[src/rtl/ternary_pkg.sv]
// Shared trit encoding and encoder state definitions for the ternary datapath blocks.
// Encoding: 00=0, 01=1, 10=2, 11=invalid (never produced by the encoder).
package ternary_pkg;

  typedef logic [1:0] trit_t;

  localparam trit_t TRIT_0   = 2'b00;
  localparam trit_t TRIT_1   = 2'b01;
  localparam trit_t TRIT_2   = 2'b10;
  localparam trit_t TRIT_INV = 2'b11;

  typedef enum logic [1:0] {
    IDLE = 2'b00,
    CONV = 2'b01,
    DONE = 2'b10
  } enc_state_t;

endpackage

[src/rtl/ternary_div3_step.sv]
// Combinational restoring divide-by-3 over W bits: quo = x/3, rem = x%3 (0..2).
// No multipliers; one compare-subtract per input bit, MSB first.
module ternary_div3_step
  import ternary_pkg::*;
#(
  parameter int W = 8
) (
  input  logic [W-1:0] x,
  output logic [W-1:0] quo,
  output trit_t        rem
);

  logic [2:0]   w_part;
  logic [1:0]   w_rem;
  logic [W-1:0] w_quo;

  // Partial remainder stays below 3, so {rem, bit} never exceeds 5.
  always_comb begin
    w_part = 3'b000;
    w_rem  = 2'b00;
    w_quo  = '0;
    for (int i = W - 1; i >= 0; i--) begin
      w_part = {w_rem, x[i]};
      if (w_part >= 3'd3) begin
        w_quo[i] = 1'b1;
        w_rem    = 2'(w_part - 3'd3);
      end else begin
        w_quo[i] = 1'b0;
        w_rem    = w_part[1:0];
      end
    end
  end

  assign quo = w_quo;
  assign rem = trit_t'(w_rem);

endmodule

[src/rtl/ternary_bin2trit_encoder.sv]
// Sequential binary-to-trit converter: one divide-by-3 step per cycle, LS trit first.
// Optional TERNARY_ENC_EARLY_EXIT_EN stops as soon as the quotient reaches zero.
module ternary_bin2trit_encoder
  import ternary_pkg::*;
#(
  parameter int BIN_W = 8,
  parameter int TRITS = 6
) (
  input  logic               clk,
  input  logic               rst_n,
  input  logic               in_valid,
  output logic               in_ready,
  input  logic [BIN_W-1:0]   in_data,
  output logic               out_valid,
  input  logic               out_ready,
  output logic [2*TRITS-1:0] out_trits,
  output logic               out_ovf
);

  localparam int IDX_W = (TRITS > 1) ? $clog2(TRITS) : 1;

  enc_state_t         r_state;
  logic [BIN_W-1:0]   r_q;
  logic [IDX_W-1:0]   r_idx;
  logic               r_in_ready;
  logic               r_out_valid;
  logic [2*TRITS-1:0] r_trits;
  logic               r_ovf;

  logic [BIN_W-1:0]   w_quo;
  trit_t              w_rem;
  logic               w_last;
  logic               w_exit;

  ternary_div3_step #(.W(BIN_W)) u_div3 (
    .x   (r_q),
    .quo (w_quo),
    .rem (w_rem)
  );

  assign w_last = (r_idx == IDX_W'(TRITS - 1));

`ifdef TERNARY_ENC_EARLY_EXIT_EN
  assign w_exit = w_last || (w_quo == '0);
`else
  assign w_exit = w_last;
`endif

  // Control FSM with all handshake and result outputs registered.
  always_ff @(posedge clk or negedge rst_n) begin
    if (!rst_n) begin
      r_state     <= IDLE;
      r_q         <= '0;
      r_idx       <= '0;
      r_in_ready  <= 1'b0;
      r_out_valid <= 1'b0;
      r_trits     <= '0;
      r_ovf       <= 1'b0;
    end else begin
      case (r_state)
        IDLE: begin
          if (in_valid && r_in_ready) begin
            r_q        <= in_data;
            r_idx      <= '0;
            r_trits    <= '0;
            r_ovf      <= 1'b0;
            r_in_ready <= 1'b0;
            r_state    <= CONV;
          end else begin
            r_in_ready <= 1'b1;
          end
        end
        CONV: begin
          r_trits[{r_idx, 1'b0} +: 2] <= w_rem;
          r_q   <= w_quo;
          r_idx <= r_idx + IDX_W'(1);
          if (w_exit) begin
            // Early exit never sees a nonzero quotient before the last trit.
            r_ovf       <= w_last && (w_quo != '0);
            r_out_valid <= 1'b1;
            r_state     <= DONE;
          end else begin
            r_state <= CONV;
          end
        end
        DONE: begin
          if (out_ready) begin
            r_out_valid <= 1'b0;
            r_in_ready  <= 1'b1;
            r_state     <= IDLE;
          end else begin
            r_state <= DONE;
          end
        end
        default: begin
          r_in_ready  <= 1'b0;
          r_out_valid <= 1'b0;
          r_state     <= IDLE;
        end
      endcase
    end
  end

  assign in_ready  = r_in_ready;
  assign out_valid = r_out_valid;
  assign out_trits = r_trits;
  assign out_ovf   = r_ovf;

endmodule

[config.mk]
export PLATFORM = sky130hd
export DESIGN_NAME = ternary_bin2trit_encoder
export DESIGN_NICKNAME = d
export VERILOG_FILES = /design/src/rtl/ternary_pkg.sv /design/src/rtl/ternary_div3_step.sv /design/src/rtl/ternary_bin2trit_encoder.sv
export SDC_FILE = /design/constraint.sdc
export NUM_CORES = 1
export LEC_CHECK = 0
export ABC_AREA = 1
export ABC_CLOCK_PERIOD_IN_PS = 4500
export BUFFER_PORTS_ARGS = -buffer_cell sky130_fd_sc_hd__buf_2
export CAP_MARGIN = 25
export CORE_MARGIN = 2
export CORE_UTILIZATION = 35
export CTS_CLUSTER_SIZE = 8
export DETAILED_ROUTE_END_ITERATION = 8
export PLACE_DENSITY = 0.58
export SLEW_MARGIN = 10
export SYNTH_ARGS = -nofsm -noshare
export SYNTH_HDL_FRONTEND = slang
export SYNTH_SLANG_ARGS = --single-unit
export TNS_END_PERCENT = 20
[constraint.sdc]
create_clock -name clk -period 4.5 [get_ports clk]
set_input_delay 0.9 -clock clk [delete_from_list [all_inputs] [get_ports clk]]
set_output_delay 0.9 -clock clk [all_outputs]
set_load 0.1 [all_outputs]
==> results of run 1 <==
## logic make-up after synthesis
kind of cell               after synthesis  synth area share, %
AOI/OAI and AO/OA                       42                 13.0
adders and majority gates               12                 7.66
buffers and inverters                   52                 9.95
DFF                                     28                 35.7
and+or+nand+nor                        120                 33.6
## cells in the mapped netlist (2+ instances only)
| library cell | number | share of area, % |
|---|---|---|
| a21oi_1 | 6 | 1.5 |
| inv_1 | 47 | 9.0 |
| nand3_2 | 5 | 2.6 |
| a21oi_2 | 2 | 0.89 |
| nand3_1 | 16 | 4.1 |
| ha_1 | 12 | 7.7 |
| clkbuf_1 | 4 | 0.77 |
| nand4_2 | 2 | 1.3 |
| nor2_1 | 12 | 2.3 |
| nor4_1 | 3 | 0.96 |
| nand2_4 | 3 | 1.7 |
| nand2_1 | 44 | 8.4 |
| o22ai_1 | 8 | 2.6 |
| o21bai_1 | 4 | 1.5 |
| nand4_1 | 7 | 2.2 |
| nand2_2 | 14 | 4.5 |
| nor3b_1 | 2 | 0.77 |
| dfrtp_1 | 28 | 36 |
| o21ai_1 | 3 | 0.77 |
| nor2_4 | 2 | 1.1 |
| o21ai_0 | 15 | 3.8 |
| nor2_2 | 3 | 0.96 |
| nor3_1 | 5 | 1.3 |
## repair_timing
action,4_1_cts,5_1_grt
setup endpoints to repair,0,14
hold buffers,0,0
setup buffers,0,6
resized for setup,0,19
## state kept, by name, indices dropped and copies added, names as in the netlist
signal     flops
out_trits     12
r_idx          3
out_valid      1
r_q            8
r_state        2
out_ovf        1
in_ready       1
## through the flow
step / cells / TNS [ns]
2_1_floorplan: 254 / 0
4_1_cts: 362 / 0
3_5_place_dp: 358 / 0
6_report: 368 / 0
5_1_grt: 368 / -0.152
3_3_place_gp: 358 / 0
## how the worst min path moves through the flow
stage | slack [ns] | start | end
floorplan | 0.49 | r_q[6]$_DFFE_PN0P_ | r_q[6]$_DFFE_PN0P_
global placement | 0.48 | out_valid$_DFFE_PN0P_ | out_valid$_DFFE_PN0P_
detailed placement | 0.49 | out_trits[5]$_DFFE_PN0P_ | out_trits[5]$_DFFE_PN0P_
CTS | 0.51 | out_trits[5]$_DFFE_PN0P_ | out_trits[5]$_DFFE_PN0P_
global route | 0.54 | out_trits[4]$_DFFE_PN0P_ | out_trits[4]$_DFFE_PN0P_
finish | 0.50 | out_trits[4]$_DFFE_PN0P_ | out_trits[4]$_DFFE_PN0P_
## worst max-delay path: cells and delay by family (launching register included)
kind	cells	cell delay [ns]
and+or+nand+nor	25	2.07
buffers and inverters	7	0.45
adders and majority gates	6	1.00
DFF	1	0.40
AOI/OAI and AO/OA	1	0.19
## metal layers
| layer | vias up | track usage (%) |
|---|---|---|
| met2 | 30 | 26.6 |
| met1 | 833 | 18.1 |
| met3 | 11 | 1.59 |
| met5 | - | 0 |
| met4 | 0 | 5.52 |
| li1 | 917 | - |
## layout make-up
class	count	area share (%)
clock inverters	1	1.25
well taps	72	3.74
inverters	48	7.48
multi-input cells	174	46.3
flip-flops and latches	28	29.2
repair buffers	42	10.4
clock buffers	3	1.72
==> impl_summary.md, run 1 <==
Status
The flow ran to the end, and the final reports show no timing, DRC or antenna violations.

Floorplanning
For this configuration, the core starts out at a cell density of 35.8%. The die area is 6220 µm². The area inside the core boundary is 5470 µm². Measured along the y axis, the die boundary spans 78.8 µm. The number of top-level design ports is 27. The horizontal die dimension is roughly 80 µm. The row count is 27.

Worst hold path
Counting instances, the worst hold path has a depth of 2. The type of the worst min-delay path is reg2reg.

Detailed routing
The detailed-routing wirelength on met1 is slightly above 2000 µm. After detailed routing, the average wire length per cell comes to about 12 µm. The number of remaining DRC errors is 0. The remaining antenna violation count is 0. The wire length on met3 is around 110 µm. The total routed wirelength is between 4000 and 5000 µm. The pre-antenna-repair detailed-routing pass consisted of 4 iterations. The detailed router finished its first iteration with 44 violations. The met2 layer wire length in the routed design is between 2000 and 2500 µm. The top routing layer in use is met4.

The routed layout has approximately 1800 vias. The via density per instance is a little under 5.

Flow run
The tool flagged a number of max-cap violations equal to 0.

Final layout
In the final layout, the multi-input gates occupy 1110 µm². The fill cell total of the finished layout is around 570. The ratio of cells with drive above 1 in the final layout is 32.1%.

The post-layout utilization of the core is between 40% and 50%. The post-route cell area is between 2000 and 2500 µm². The synthesis-to-finish area growth is 22.8%. The net total in the final layout is approximately 320. The flip-flop and latch area is 702 µm². Leaving out fill and tap cells, the most frequent cells in the layout are 42 x inv_1, 42 x nand2_1, 27 x dfrtp_1, 26 x buf_2. The number of diodes added for antenna fixing is 0.

Timing
The count of final hold-check violations is 0. The slew at the pin closest to its max-slew limit is 0.908 ns. Measured against its own limit, the worst slew margin works out to 39.3%.

Setup violations remaining at the end of the flow were counted as 0. On the final layout, the worst hold slack is around 0.5 ns. The highest achievable clock rate is about 240 MHz.

On the final layout, the worst clock skew is between 0.005 and 0.006 ns. The count of final max-slew check failures was 0. The final critical path takes up roughly 93% of the cycle. The minimum clock period is approximately 4.2 ns.

The worst path meets setup with approximately 0.32 ns of slack.

Critical path
The first element of the critical path is r_q[6]$_DFFE_PN0P_. At the worst endpoint, the required time is roughly 4.7 ns. On the worst path, the slowest cell contributes a delay of about 0.40 ns. Among the stages of the critical path, the cell type that occurs most often is nand2_2. The startpoint of the lowest-slack register-to-register path is r_q[6]$_DFFE_PN0P_.

The cell at the slowest stage of the critical path is dfrtp_1. Of all nets on the critical path, the largest fanout is 5. In this run the register-to-register setup slack is around 0.32 ns. The signal arrival time at the worst endpoint is roughly 4.4 ns. In this run the worst setup path terminates at out_trits[10]$_DFFE_PN0P_.

The count of cells along the worst register-to-register path is 39. The worst register-to-register path ends at out_trits[10]$_DFFE_PN0P_. By startpoint and endpoint, the worst setup path is classified as reg2reg. The type of element launching the critical path is a flip-flop. The worst setup path is captured at a flip-flop.

Clock tree
The clock root buffer is clkbuf_8. The number of levels the H-tree was split into is 1. Clock-pin slew was measured on the worst setup and hold paths at approximately 0.1 ns. The clock sink total is 28. The number of CTS-inserted buffers is 3.

At the later pin of the worst-skew pair, clock insertion delay measures about 0.28 ns. The maximum buffer depth of the clock tree is 2. TritonCTS built the clock tree.

Yosys
The synthesis warning total is 0. A synthesized cell averages 7.72 µm². The post-synth design cell area is ~2000 µm². For this run, asynchronously set or reset flops after synthesis account for 100%.

The number of synthesized flops with an enable pin is 0. The count of state elements after synthesis is 28. The number of instances in the synthesized netlist is about 250. The synthesized netlist net count is between 200 and 300. The number of different library cells used by synthesis comes to 30. Among all flip-flop cells after synthesis, the most frequent one is dfrtp_1. Of the synthesized area, sequential elements account for 35.7%.

GRT
Global routing consumed, over all layers together, 14.7% of the routing resources. Entering global routing, the biggest net connects 29 pins. The via count of the first global-routing pass is approximately 1700. The initial antenna violation count is 0. Summed over all layers, the global routing overflow is 0. The first global-routing pass estimated between 7000 and 8000 µm of wire.

Place
The HPWL after detailed placement is approximately 3400 µm. Prior to clock tree synthesis, the placed netlist has a worst setup slack of 0.0867 ns. Routability-driven placement finished with a final weighted congestion of between 0.8 and 0.9. During placement, the flow inserted port buffers numbering 26.

The placed instances occupy a cell area of 2240 µm².
Power of run 1 is left out: the tool's default activity adds up to more than one toggle a clock period on the data nets, which glitch-free logic cannot reach.
==> run 2, diff against run 1 <==
Settings changed: ABC_AREA 1 to not set.
==> run 2 against run 1 <==
Effect of this change:
- the run now ends with setup timing left
- first-iteration DRC count grew 68%
- die area rose by 6.7%
- core utilization grew 5.5 points
- register-to-register slack got worse by 0.92 ns
- synthesized cell count fell by 5.9%
- sequential cell count unchanged
- worst setup slack lost 0.92 ns
- maximum frequency decreased by 18%
- via count is 15% higher
- critical endpoint is now out_trits[4]$_DFFE_PN0P_
- largest cell class unchanged
==> impl_summary.md, run 2 <==
Worst hold path
The path with the worst hold slack has its endpoint at out_valid$_DFFE_PN0P_. The launch point of the worst hold path is out_valid$_DFFE_PN0P_. The worst hold path stage count is 1 (-1). The type of the worst min-delay path is reg2reg.

Clock tree
The later-pin clock latency in the skew report came to 0.28 ns (about the same). The maximum buffer depth of the clock tree came to 2 (unchanged). The clock root buffer is clkbuf_8. The number of CTS-inserted buffers came to 3 (unchanged).

The clock sink total came to 28 (unchanged). The number of buffers added to fix hold violations after cts is 0 (unchanged). The CTS clock-pin slew for the worst setup and hold paths is 0.10 ns (about the same). TritonCTS built the clock tree. The number of levels the H-tree was split into came to 1 (unchanged).

Yosys
By count the netlist is led by 28 x dfrtp_1, 25 x nand2_1, 20 x nor2_1. The proportion of register bits with asynchronous set or reset after synthesis is 100% (unchanged). The most used standard cell by instance count after synthesis is dfrtp_1. The post-synth design cell area is 2100 µm² (+7.1%). The synthesis warning total came to 0 (unchanged). The number of synthesized flops with an enable pin is 0 (unchanged). The share of the synthesized area in the top cell type was 33.4% (-2.4 points). By area the synthesized netlist is led by dfrtp_1 33%, ha_1 7.2%, nand2_1 4.5%. The count of state elements after synthesis is 28 (unchanged). The number of distinct library cell variants in the gate-level netlist after synthesis came to 61 (+100%).

The dominant cell type by area after synthesis is dfrtp_1. The mean cell area of the mapped netlist came to 8.78 µm² (+14%). The synthesized netlist net count is 263 (-5.4%).

The share of the yosys chip area belonging to registers is 33.4% (-2.4 points). For this run, the leading register cell type out of synthesis is dfrtp_1. The number of instances in the synthesized netlist is 239 (-5.9%).

Detailed routing
The via density per instance is 5.36 (+10%). The routed wire length per instance is 14.2 µm (+15%). The number of optimization iterations in the first detailed-route pass was 4 (unchanged). The total routed wirelength is 5430 µm (+20%). The number of remaining DRC errors was 0 (unchanged). The total vias in the final route is 2057 (+15%). The number of DRC markers after the initial detailed-route iteration is 74 (+68%). The remaining antenna violation count is 0 (unchanged).

Critical path
The setup slack of the most critical reg-to-reg path is -0.61 ns (-0.92 ns). The type of element launching the critical path is a flip-flop. The delay of the slowest cell on the worst path is 0.40 ns (about the same).

The most prevalent standard cell on the critical path is ha_4. The reg-to-reg endpoint is out_trits[4]$_DFFE_PN0P_. STA classifies the critical path endpoint as a flip-flop.

The critical path data required time came to 4.71 ns (about the same). By startpoint and endpoint, the worst setup path is classified as reg2reg. The cell at the slowest stage of the critical path is a2111oi_4. The signal arrival time at the worst endpoint came to 5.32 ns (+0.93 ns).

The startpoint of the lowest-slack register-to-register path is r_q[6]$_DFFE_PN0P_. The count of cells along the worst register-to-register path came to 30 (-23%). The largest fanout of any net on the critical path is 6 (+1).

Place
The total cell area at the placement stage was 2710 µm² (+21%). The total of buffers placed on input and output ports came to 26 (unchanged). The HPWL after detailed placement came to 4130 µm (+23%). The post-placement cell count is 371 (+3.6%). The routability congestion estimate from global placement came to 0.870 (+2.6%).

Final layout
The area growth from synthesis to layout is 37.8%. The ratio of cells with drive above 1 in the final layout is 39.8% (+7.7 points). The post-route cell area is 2890 µm² (+20%).

The fill cell total of the finished layout is 561 (-2.1%). The flip-flop and latch area is 702 µm² (unchanged). The number of standard cells in the layout, taps in and fillers out is 384 (+4.3%). The number of diodes added for antenna fixing came to 0 (unchanged). Leaving out fill and tap cells, the most frequent cells in the layout are 49 x buf_4, 27 x dfrtp_1, 26 x buf_2, 24 x nand2_1, 17 x nor2_1.

The number of flip-flops under the largest register name was 12 (unchanged). The area of combinational cells with multiple inputs is 1500 µm² (+34%). The most common cell after layout, fill and taps aside is buf_4. The net total in the final layout is 334 (+4.0%).

GRT
The first-pass GRT wire length is 9450 µm (+29%). The via count of the first global-routing pass is 1975 (+17%). The total global routing track utilization is 18.0% (+3.2 points). The initial antenna violation count is 0 (unchanged). The final global-route overflow total came to 0 (unchanged). The maximum number of pins on one net before global-route repair came to 29 (unchanged).

Timing
The final clock skew is 0.00385 ns (-0.00127 ns). The worst slew slack as a fraction of its limit is 36.5% (-2.7 points). The final worst slack is -0.606 ns (-0.921 ns).

The count of final hold-check violations was 0 (unchanged). The slew at the pin closest to its max-slew limit is 0.945 ns (+0.0372 ns). The count of final max-slew check failures is 0 (unchanged).

The part of the cycle the worst path needs was 113% (+20 points). Setup repair after global routing could not meet its margin everywhere. The highest achievable clock rate is 196 MHz (-18%). The minimum clock period was 5.11 ns (+0.921 ns). The final setup violation count was 14 (+14).

Status
The run finished, with violations left. The checks that failed: setup timing.

Floorplanning
The number of top-level design ports is 27 (unchanged). The starting density of the core is 35.9% (+0.060 points). The row count is 28 (+3.7%). The area inside the core boundary came to 5850 µm² (+6.9%). The horizontal die dimension is 81.5 µm (+3.3%).

The overall die height was 81.5 µm (+3.3%). The die area is 6630 µm² (+6.7%).

Flow run
The max capacitance violation total came to 0 (unchanged).
==> run 2: cell count changes after synthesis, moves of 5 or more <==
cell	previous run	this run
a21o_1	0	5
o22ai_1	8	2
nand2_2	14	0
mux2i_1	0	6
o21ai_1	3	11
inv_1	47	9
nor2_1	12	20
a21oi_1	6	14
nand2_1	44	25
a31oi_1	1	7
nand3_2	5	0
==> run 2: metrics by stage <==
stage / hold WS (ns) / setup WS, ns / util [%] / setup TNS (ns)
floorplan: 0.480 / -0.697 / - / -8.64
global placement: 0.466 / -0.619 / 46.3 / -6.92
detailed placement: 0.465 / -0.743 / 46.3 / -8.59
CTS: 0.489 / -0.617 / 48.5 / -8.03
global route: 0.524 / -0.962 / 49.4 / -12.28
finish: 0.483 / -0.606 / 49.4 / -7.76
==> run 2: cell type report <==
class	count	share of cell area (%)
Multi-Input combinational cell	191	51.8
Sequential cell	28	24.3
Timing Repair Buffer	76	17.6
Tap cell	75	3.24
Clock buffer	4	1.56
Inverter	10	1.56
==> run 2: worst max path at each step <==
| stage | startpoint | end | cells past startpoint |
|---|---|---|---|
| 3_5_place_dp | r_q[6]$_DFFE_PN0P_ | out_trits[8]$_DFFE_PN0P_ | 30 |
| 3_3_place_gp | r_q[6]$_DFFE_PN0P_ | out_trits[8]$_DFFE_PN0P_ | 30 |
| 6_report | r_q[6]$_DFFE_PN0P_ | out_trits[4]$_DFFE_PN0P_ | 30 |
| 5_1_grt | r_q[6]$_DFFE_PN0P_ | out_trits[5]$_DFFE_PN0P_ | 31 |
| 4_1_cts | r_q[6]$_DFFE_PN0P_ | out_trits[6]$_DFFE_PN0P_ | 30 |
| 2_1_floorplan | r_q[6]$_DFFE_PN0P_ | out_trits[9]$_DFFE_PN0P_ | 32 |
==> run 2: kinds of logic after synthesis <==
kind of cell	after synthesis	synth area share, %
DFF	28	33.4
AOI/OAI and AO/OA	80	28.8
and+or+nand+nor	90	21.9
buffers and inverters	20	4.17
adders and majority gates	12	7.15
muxes	8	4.11
xor gates and xnor gates	1	0.417
==> run 2: per-layer routing <==
layer	track usage [%]	routed length, µm
met5	0	0
met4	4.41	59
met3	1.87	175
met2	29.2	2620
met1	25.6	2580
==> run 2: what timing repair did <==
| item | in CTS | in global routing |
|---|---|---|
| resized for setup | 6 | 5 |
| pin swaps | 7 | 4 |
| endpoints found under the setup margin | 14 | 14 |
| buffers inserted | 6 | 3 |
==> run 2: critical path: cells and delay by family, from the launching register on <==
| family | cells | cell delay [ns] |
|---|---|---|
| buffers and inverters | 3 | 0.24 |
| adder cells (fa/ha/maj) | 6 | 1.10 |
| AND/OR/NAND/NOR | 10 | 1.40 |
| flip-flops | 1 | 0.39 |
| AO/OA/AOI/OAI | 9 | 1.33 |
| multiplexers | 2 | 0.56 |
Power of run 2 is left out for the same reason.
==> run 3, diff against run 2 <==
Settings changed: CORE_UTILIZATION 35 to 58, PLACE_DENSITY 0.58 to 0.85.
==> run 3 against run 2 <==
Effect of this change:
- the flow still finishes with violations (setup timing)
- maximum frequency decreased by 5.6%
- clock-buffer cell count down 1
- worst setup slack worse by 0.30 ns
- clock skew about the same
- non-clock buffer count did not move
- critical path depth rose by 1
- sequential cell count did not move
- register-to-register slack worse by 0.30 ns
- hold slack improved by 0.019 ns
- highest routed layer unchanged
==> impl_summary.md, run 3 (synthesized netlist as in run 2, its figures left out) <==
Final layout
The ratio of cells with drive above 1 in the final layout is 42.7% (+2.9 points). The number of flip-flops under the largest register name was 12 (unchanged). The number of diodes added for antenna fixing is 0 (unchanged). The post-route cell area is 2920 µm² (+0.91%). The flip-flop and latch area is 702 µm² (unchanged). The top cell types in the final layout, fill and taps aside, are 50 x buf_4, 27 x dfrtp_1, 26 x buf_2, 23 x nand2_1, 15 x nor2_1. The fill cell total of the finished layout was 179 (-68%). The area of combinational cells with multiple inputs is 1560 µm² (+3.9%). The net total in the final layout was 334 (unchanged).

The most common cell after layout, fill and taps aside is buf_4. The synthesis-to-finish area growth is 39.0%. The number of standard cells in the layout, taps in and fillers out is 355 (-7.6%).

GRT
The initial antenna violation count is 0 (unchanged). The via count of the first global-routing pass came to 2085 (+5.6%). The maximum number of pins on one net before global-route repair was 29 (unchanged). The first-pass GRT wire length came to 9520 µm (+0.73%). The total global routing track utilization is 28.7% (+11 points). The final global-route overflow total was 0 (unchanged).

Critical path
The cell at the slowest stage of the critical path is dfrtp_1. The setup slack of the most critical reg-to-reg path is -0.91 ns (-0.30 ns). The delay of the slowest cell on the worst path is 0.41 ns (about the same). The reg-to-reg endpoint is out_trits[2]$_DFFE_PN0P_.

STA classifies the critical path startpoint as a flip-flop. The largest fanout of any net on the critical path is 6 (unchanged). The startpoint of the lowest-slack register-to-register path is r_q[6]$_DFFE_PN0P_. The critical path data required time is 4.72 ns (about the same). The most prevalent standard cell on the critical path is ha_4. The critical path class is reg2reg. The signal arrival time at the worst endpoint is 5.63 ns (+0.31 ns).

STA classifies the critical path endpoint as a flip-flop. The count of cells along the worst register-to-register path is 31 (+3.3%). The critical path starts at r_q[6]$_DFFE_PN0P_.

Clock tree
The CTS clock-pin slew for the worst setup and hold paths is 0.16 ns (+0.06 ns). The number of levels the H-tree was split into is 1 (unchanged). The number of CTS-inserted buffers came to 3 (unchanged).

The clock root buffer is clkbuf_4. The maximum buffer depth of the clock tree is 2 (unchanged). The later-pin clock latency in the skew report was 0.35 ns (+0.07 ns). The TritonCTS clock tree is yes. The clock sink total is 28 (unchanged).

Floorplanning
The starting density of the core is 61.5% (+26 points). The die area is 4120 µm² (-38%). The row count came to 21 (-25%). The area inside the core boundary is 3420 µm² (-42%).

The number of top-level design ports is 27 (unchanged). The overall die height is 64.2 µm (-21%). The horizontal die dimension is 64.2 µm (-21%).

Detailed routing
The top routing layer in use is met4. The remaining antenna violation count is 0 (unchanged). The total vias in the final route came to 2253 (+9.5%).

The via density per instance is 6.35 (+18%). The total routed wirelength came to 6750 µm (+24%). The wire length on met3 is 427 µm (+140%). The number of optimization iterations in the first detailed-route pass is 5 (+1).

The met2 layer wire length in the routed design is 3430 µm (+31%). The detailed-routing wirelength on met1 came to 2580 µm (-0.31%). The routed wire length per instance is 19.0 µm (+34%). The number of DRC markers after the initial detailed-route iteration came to 273 (+270%).

The number of remaining DRC errors is 0 (unchanged).

Worst hold path
The worst hold path stage count is 1 (unchanged). The launch point of the worst hold path is out_valid$_DFFE_PN0P_. The sink of the worst hold path is out_valid$_DFFE_PN0P_. The type of the worst min-delay path is reg2reg.

Timing
The worst slew slack as a fraction of its limit is 28.2% (-8.4 points). Setup repair after global routing could not meet its margin everywhere. The minimum clock period is 5.41 ns (+0.304 ns). The count of final max-slew check failures was 0 (unchanged). The final clock skew came to 0.00406 ns (+0.000208 ns). The final worst slack is -0.909 ns (-0.304 ns). The count of final hold-check violations came to 0 (unchanged). The final setup violation count came to 14 (unchanged). The slew at the pin closest to its max-slew limit is 1.07 ns (+0.124 ns). The part of the cycle the worst path needs was 120% (+6.7 points).

The highest achievable clock rate is 185 MHz (-5.6%).

Place
The routability congestion estimate from global placement is 0.959 (+10%). The total cell area at the placement stage is 2670 µm² (-1.6%). The HPWL after detailed placement is 3930 µm (-5.0%).

The total of buffers placed on input and output ports was 26 (unchanged). The post-placement cell count is 341 (-8.1%).

Status
The flow ran to the end, but the final reports show violations. The checks that failed: setup timing.

Flow run
The max capacitance violation total is 0 (unchanged).
-- run 3: worst max path at each step --
stage	endpoint	depth (start not counted)	slack (ns)
after floorplan	out_trits[9]$_DFFE_PN0P_	32	-0.70
after global placement	out_trits[4]$_DFFE_PN0P_	29	-0.48
after detailed placement	out_trits[8]$_DFFE_PN0P_	29	-0.68
after CTS	out_trits[9]$_DFFE_PN0P_	31	-0.62
after global routing	out_trits[2]$_DFFE_PN0P_	31	-1.15
final	out_trits[2]$_DFFE_PN0P_	31	-0.91
-- run 3: critical path, delay by kind of cell, from the launching register on --
family | cells | cell delay, ns
adder cells (fa/ha/maj) | 6 | 1.09
AO/OA/AOI/OAI | 11 | 1.93
flip-flops | 1 | 0.41
AND/OR/NAND/NOR | 12 | 1.73
buffers and inverters | 2 | 0.10
-- run 3: stage by stage --
step	hold slack, ns	setup WS (ns)	TNS (ns)	utilization (%)
global placement	0.460	-0.478	-5.79	78.0
CTS	0.504	-0.616	-7.39	81.5
detailed placement	0.469	-0.678	-8.24	78.0
finish	0.502	-0.909	-10.10	85.5
floorplan	0.480	-0.697	-8.64	-
global route	0.518	-1.15	-13.30	85.5
-- run 3: final cells by class --
cell class | instances | share of cell area, %
timing repair buffer | 76 | 17.3
multi-input combinational | 191 | 53.3
tap | 46 | 1.97
clock inverter | 1 | 1.03
clock buffer | 3 | 0.772
inverter | 10 | 1.54
sequential | 28 | 24.0
-- run 3: timing repair --
action,CTS,global route
buffers inserted,4,6
gates resized for setup,5,17
cloned,0,0
pin swaps,8,8
hold buffers,0,0
endpoints found under the setup margin,14,14
-- run 3: per-layer routing --
metal / track usage, % / vias up
met4: 6.91 / 0
met2: 49.3 / 132
met3: 3.35 / 35
met1: 38.8 / 1060
li1: - / 1026
met5: 0 / -
Power of run 3 is left out for the same reason.
